## src/rtl/hall_conditioner_if.sv

```systemverilog
// hall_conditioner_if: raw hall sensor inputs and conditioned position outputs
interface hall_conditioner_if;
  logic hall_1_raw, hall_2_raw, clear_err;
  logic hall_1, hall_2, clockwise, edge_valid, dir_error, stalled;
  modport master(
    output hall_1_raw, hall_2_raw, clear_err,
    input hall_1, hall_2, clockwise, edge_valid, dir_error, stalled
  );
  modport slave(
    input hall_1_raw, hall_2_raw, clear_err,
    output hall_1, hall_2, clockwise, edge_valid, dir_error, stalled
  );
endinterface

```

## src/rtl/hall_conditioner.sv

```systemverilog
// hall_conditioner: synchronise, debounce and quadrature-decode the two hall sensor lines
module hall_conditioner #(
  parameter int DEBOUNCE_CYCLES = 8,
  parameter int STALL_CYCLES = 1000000
) (
  input logic CLK,
  input logic reset,
  hall_conditioner_if.slave bus
);
  localparam logic [7:0] DB_LAST = 8'(DEBOUNCE_CYCLES - 1);
  localparam logic [8:0] PRIME_LAST = 9'(DEBOUNCE_CYCLES + 1);
  localparam logic [23:0] STALL_LIM = 24'(STALL_CYCLES);
  logic [1:0] meta, sync, db, db_prev, db_next;
  logic [1:0][7:0] cnt, cnt_next;
  logic [8:0] prime_cnt;
  logic primed, cw_step, acw_step, bad_step, legal;
  logic [23:0] stall_cnt;
  for (genvar c = 0; c < 2; c++) begin : g_ch
    assign db_next[c] = (sync[c] != db[c] && cnt[c] == DB_LAST) ? sync[c] : db[c];
    assign cnt_next[c] = (sync[c] == db[c] || cnt[c] == DB_LAST) ? 8'd0 : cnt[c] + 8'd1;
  end
  // bit 1 is hall_1, bit 0 is hall_2; one gray step forward or back
  assign cw_step = db == {~db_prev[0], db_prev[1]};
  assign acw_step = db == {db_prev[0], ~db_prev[1]};
  assign bad_step = (db ^ db_prev) == 2'b11;
  assign legal = cw_step | acw_step;
  always_ff @(posedge CLK or negedge reset) begin
    if (!reset) begin
      meta <= '0;
      sync <= '0;
      db <= '0;
      db_prev <= '0;
      cnt <= '0;
      prime_cnt <= '0;
      primed <= 1'b0;
      stall_cnt <= '0;
      bus.hall_1 <= 1'b0;
      bus.hall_2 <= 1'b0;
      bus.clockwise <= 1'b1;
      bus.edge_valid <= 1'b0;
      bus.dir_error <= 1'b0;
      bus.stalled <= 1'b0;
    end else begin
      meta <= {bus.hall_1_raw, bus.hall_2_raw};
      sync <= meta;
      db_prev <= db;
      {bus.hall_1, bus.hall_2} <= db_prev;
      if (!primed) begin
        db <= sync;
        cnt <= '0;
        prime_cnt <= prime_cnt + 9'd1;
        primed <= prime_cnt == PRIME_LAST;
        stall_cnt <= '0;
        bus.edge_valid <= 1'b0;
      end else begin
        db <= db_next;
        cnt <= cnt_next;
        bus.edge_valid <= legal;
        bus.clockwise <= legal ? cw_step : bus.clockwise;
        stall_cnt <= legal ? 24'd0 : stall_cnt + {23'd0, stall_cnt != '1};
      end
      bus.dir_error <= (primed & bad_step) | (bus.dir_error & ~bus.clear_err);
      bus.stalled <= stall_cnt >= STALL_LIM;
    end
  end
endmodule

```

## src/flat_wrapper.sv

```systemverilog
// flat-port wrapper written by rule: the top's interface ports become plain ports
module hall_conditioner_flat 
#(
  parameter int DEBOUNCE_CYCLES = 8,
  parameter int STALL_CYCLES = 1000000
)
  (CLK, reset, bus_hall_1_raw, bus_hall_2_raw, bus_clear_err, bus_hall_1, bus_hall_2, bus_clockwise, bus_edge_valid, bus_dir_error, bus_stalled);
  hall_conditioner_if bus_i ();
  input logic CLK;
  input logic reset;
  input wire logic [$bits(bus_i.hall_1_raw)-1:0] bus_hall_1_raw;
  input wire logic [$bits(bus_i.hall_2_raw)-1:0] bus_hall_2_raw;
  input wire logic [$bits(bus_i.clear_err)-1:0] bus_clear_err;
  output wire logic [$bits(bus_i.hall_1)-1:0] bus_hall_1;
  output wire logic [$bits(bus_i.hall_2)-1:0] bus_hall_2;
  output wire logic [$bits(bus_i.clockwise)-1:0] bus_clockwise;
  output wire logic [$bits(bus_i.edge_valid)-1:0] bus_edge_valid;
  output wire logic [$bits(bus_i.dir_error)-1:0] bus_dir_error;
  output wire logic [$bits(bus_i.stalled)-1:0] bus_stalled;
  assign bus_i.hall_1_raw = bus_hall_1_raw;
  assign bus_i.hall_2_raw = bus_hall_2_raw;
  assign bus_i.clear_err = bus_clear_err;
  assign bus_hall_1 = bus_i.hall_1;
  assign bus_hall_2 = bus_i.hall_2;
  assign bus_clockwise = bus_i.clockwise;
  assign bus_edge_valid = bus_i.edge_valid;
  assign bus_dir_error = bus_i.dir_error;
  assign bus_stalled = bus_i.stalled;
  hall_conditioner #(.DEBOUNCE_CYCLES(DEBOUNCE_CYCLES), .STALL_CYCLES(STALL_CYCLES)) u_core (.CLK(CLK), .reset(reset), .bus(bus_i));
endmodule
```

## config.mk

```make
export PLATFORM = sky130hd
export DESIGN_NAME = hall_conditioner_flat
export DESIGN_NICKNAME = d
export VERILOG_FILES = /design/src/rtl/hall_conditioner_if.sv /design/src/rtl/hall_conditioner.sv /design/src/flat_wrapper.sv
export SDC_FILE = /design/constraint.sdc
export NUM_CORES = 1
export LEC_CHECK = 0
export CAP_MARGIN = 20
export CORE_ASPECT_RATIO = 0.9
export CORE_MARGIN = 2
export CORE_UTILIZATION = 40
export CTS_BUF_LIST = sky130_fd_sc_hd__clkbuf_2 sky130_fd_sc_hd__clkbuf_4 sky130_fd_sc_hd__clkbuf_8
export CTS_CLUSTER_SIZE = 28
export DETAILED_ROUTE_END_ITERATION = 7
export HOLD_SLACK_MARGIN = 0.03
export PLACE_DENSITY_LB_ADDON = 0.12
export SLEW_MARGIN = 40
export SYNTH_ARGS = -nofsm -noshare
export SYNTH_HDL_FRONTEND = slang
export SYNTH_SLANG_ARGS = --single-unit
```

## constraint.sdc

```tcl
create_clock -name CLK -period 2.68 [get_ports CLK]
set_input_delay 0.536 -clock CLK [delete_from_list [all_inputs] [get_ports CLK]]
set_output_delay 0.536 -clock CLK [all_outputs]
set_load 0.005 [all_outputs]
```

==> results of run 1 <==
-- flip-flops by register name (all words and copies together), names as in the netlist --
signal and flops:
u_core.stall_cnt 24, u_core.cnt 16, u_core.prime_cnt 9, u_core.db 2, u_core.db_prev 2, u_core.meta 2, u_core.sync 2, u_core.bus.clockwise 1
u_core.bus.dir_error 1, u_core.bus.edge_valid 1, u_core.bus.hall_1 1, u_core.bus.hall_2 1, u_core.bus.stalled 1, u_core.primed 1
-- cell type report --
| type | count | area [µm²] | share of cell area |
|---|---|---|---|
| Clock buffer | 10 | 138 | 0.0397 |
| Inverter | 8 | 30.0 | 0.00866 |
| Timing Repair Buffer | 24 | 216 | 0.0624 |
| Clock inverter | 6 | 115 | 0.0332 |
| Tap cell | 93 | 116 | 0.0336 |
| Sequential cell | 64 | 1600 | 0.462 |
| Multi-Input combinational cell | 193 | 1250 | 0.360 |
-- how the worst max path moves through the flow --
stage	from	endpoint	slack [ps]	depth (start not counted)
floorplan	u_core.stall_cnt[8]	u_core.stall_cnt[12]	30	11
global placement	u_core.stall_cnt[12]	u_core.stall_cnt[17]	200	8
detailed placement	u_core.stall_cnt[12]	u_core.stall_cnt[19]	140	8
CTS	u_core.stall_cnt[12]	u_core.stall_cnt[17]	110	8
global route	u_core.stall_cnt[12]	u_core.stall_cnt[13]	-20	8
finish	u_core.stall_cnt[13]	u_core.stall_cnt[19]	180	8
-- logic make-up (layout without fill, tap and decap cells) --
family                   Yosys count  count (layout)
AND/OR/NAND/NOR                  118             118
flip-flops                        64              64
XOR/XNOR                          42              42
AO/OA/AOI/OAI                     24              24
buffers and inverters             17              48
adder cells (fa/ha/maj)            6               6
multiplexers                       3               3
-- stage by stage --
step | worst slack (ps) | TNS [ps] | util | instance area [µm²]
after CTS | 113 | 0 | 0.488 | 3440
after detailed placement | 139 | 0 | 0.452 | 3180
after global placement | 201 | 0 | 0.452 | 3180
after floorplan | 27.4 | 0 | - | 2950
final | 176 | 0 | 0.493 | 3470
after global routing | -19.3 | -22.2 | 0.493 | 3470
-- layer usage --
metal,up-vias,share of wire
met1,950,0.50
met2,17,0.46
li1,1001,-
met4,0,0.013
met5,-,0
met3,7,0.026
-- worst max-delay path: cells and delay by family (launching register included) --
kind / cells / cell delay (ps)
buffers and inverters: 1 / 170
flip-flops: 1 / 380
AO/OA/AOI/OAI: 1 / 60
AND/OR/NAND/NOR: 5 / 1560
adder cells (fa/ha/maj): 1 / 210
-- power by group through the flow --
stage | logic [mW] | clock network, mW | registers (mW)
floorplan | 0.500 | 0 | 1.20
global placement | 0.756 | 0 | 1.22
detailed placement | 0.767 | 0 | 1.22
CTS | 0.769 | 1.07 | 1.20
global route | 0.865 | 1.11 | 1.22
finish | 0.752 | 1.03 | 1.20
-- Yosys cell counts (4+ instances only) --
library cell	instances	area share
o31ai_1	9	0.023
and3_1	6	0.013
xor2_1	15	0.045
ha_1	6	0.026
dfrtp_1	63	0.54
nor4_1	7	0.015
or4_1	10	0.026
nand2_1	17	0.022
xnor2_1	27	0.081
nand2b_1	4	0.0086
nand3_1	16	0.028
clkbuf_1	7	0.0090
inv_1	8	0.010
nor2_1	39	0.050
a21oi_1	10	0.017
nand4_1	7	0.015
o21ai_0	4	0.0069
-- repair_timing --
item / CTS / global route
buffers inserted: 0 / 3
setup endpoints to repair: 0 / 12
hold buffers: 0 / 0
resized for setup: 0 / 2
==> impl_metrics.csv, run 1 <==
group,metric,value,unit
grt,grt_usage,0.151,
grt,grt_start_max_net_pins,41,
worst_setup_path,worst-setup-path-type,"register to register",
grt,grt_pass1_wl,9480,µm
routing,vias_per_cell,4.96,
floorplanning,start_util,0.414,
routing,drc_errors,0,
worst_setup_path,reg2reg_to,"u_core.stall_cnt[19]",
logic_synthesis,syn_inst,274,
floorplanning,fp.dieW,93.9,µm
timing,skew,6.99,ps
place,portBuffers,10,
timing,worst_pin_slew,578,ps
logic_synthesis,async_reset_ff_frac,1.00,
power_and_ir_drop,p_leak,1.50,nW
finish,stdcell_count,398,
finish,final_cell_mix,"dfrtp_1, nor2_1, xnor2_1",
logic_synthesis,synth_ff_type,"dfrtp_1",
logic_synthesis,synth-edff-count,0,
floorplanning,core-area,7040,µm²
place,dp.cells,379,
worst_setup_path,cp_data_required_time,2890,ps
routing,routedWlPerCell,12.7,µm
grt,met1_usage,0.200,
logic_synthesis,synth_compound_area_frac,0.0498,
clock_tree,cts_root_buffer,"clkbuf_8",
routing,ant_nets,0,
logic_synthesis,ys_seq_elements,64,
clock_tree,cts.sinks,64,
worst_setup_path,crit_slowest_cell,"or4_4",
logic_synthesis,yosys.area_share.simple,0.211,
worst_setup_path,start_kind,"register",
power_and_ir_drop,ir_drop,0.000467,V
power_and_ir_drop,p_seq_frac,0.402,
floorplanning,die-area,7980,µm²
logic_synthesis,muxShareOfSynthArea,0.0112,
timing,whs,192,ps
clock_tree,numCtsBuffers,9,
place,place_congestion,0.749,
place,hpwlAfterDp,3330,µm
power_and_ir_drop,total_power,2.98,mW
finish,nets,311,
timing,fin_crit,2500,ps
clock_tree,cts_htree_levels,3,
clock_tree,clk_path_buf_depth,2,
clock_tree,clk_pin_slew,80,ps
finish,final_layout_size_suffix_gt1_frac,0.128,
clock_tree,clk_latency,330,ps
grt,grt_pass1_vias,2019,
outcome,outcome,"finished, final reports clean",
worst_setup_path,cp_cell_sequence,"nand4_1 -> or4_4 -> or4_4 -> ha_2 -> nand4_1 -> buf_6 -> or4_1 -> a21oi_1",
logic_synthesis,yosysWarnings,0,
floorplanning,rows,29,
power_and_ir_drop,sw_frac_of_total,0.317,
logic_synthesis,synth_top_family_by_area,"simple AND/OR/NAND/NOR gates",
flow_run,cap_violations,0,
power_and_ir_drop,p_int,2.04,mW
timing,fin_crit_sh,0.934,
finish,antenna_cells,0,
routing,vias,1975,
floorplanning,pin_count,11,
power_and_ir_drop,powerDensity,861,nW/µm²
routing,drt_iter0_drc,83,
grt,grtUsageMet3,0.0453,
logic_synthesis,synth.yosys.seq_area_share,0.550,
grt,gr-total-overflow,0,
floorplanning,fp.dieH,84.9,µm
logic_synthesis,syn_nets,285,
timing,setup_viol,0,
finish,syn2layout_area_growth,19.1,%
power_and_ir_drop,p_clk_frac,0.346,
finish,nFillCells,661,
power_and_ir_drop,p_comb_frac,0.252,
worst_setup_path,cp_slowest_stage_delay,560,ps
timing,hold_viol,0,
logic_synthesis,avgSynthCellArea,10.6,µm²
grt,grt_antenna_before_repair,0,
logic_synthesis,yosys.area_share.adder,0.0258,
worst_setup_path,worst_setup_path_end_kind,"register",
worst_setup_path,critPathMaxFanout,7,
routing,wl,5050,µm
timing,maxSlewViolCount,0,
grt,grt-busiest-layer,"met2",
logic_synthesis,syn-cell-area,2910,µm²
finish,mostFrequentLayoutCell,"dfrtp_1",
worst_setup_path,cp.arrival,2720,ps
worst_setup_path,ff2ff_path_depth,8,
logic_synthesis,synthDistinctLibCells,32,
grt,grtUsageMet2,0.233,
hold_path,hold_path_class,"primary input to asynchronous set/reset pin",
power_and_ir_drop,p_sw,0.947,mW
clock_tree,cts_tree,"done",
timing,relSlewSlack,0.615,
timing,fmax,0.399,GHz
worst_setup_path,reg2reg_setup_slack,180,ps
worst_setup_path,r2r-start,"u_core.stall_cnt[13]",
routing,drt_pre_antenna_iters,4,
logic_synthesis,synth_xor_area_frac,0.126,
(Power assumes the default switching activity.)
==> inputs of run 2 (changes only) <==
Settings changed: TNS_END_PERCENT from default to 20.
==> results of run 2 <==
Final layout, timing and power as in run 1 (identical DEF).
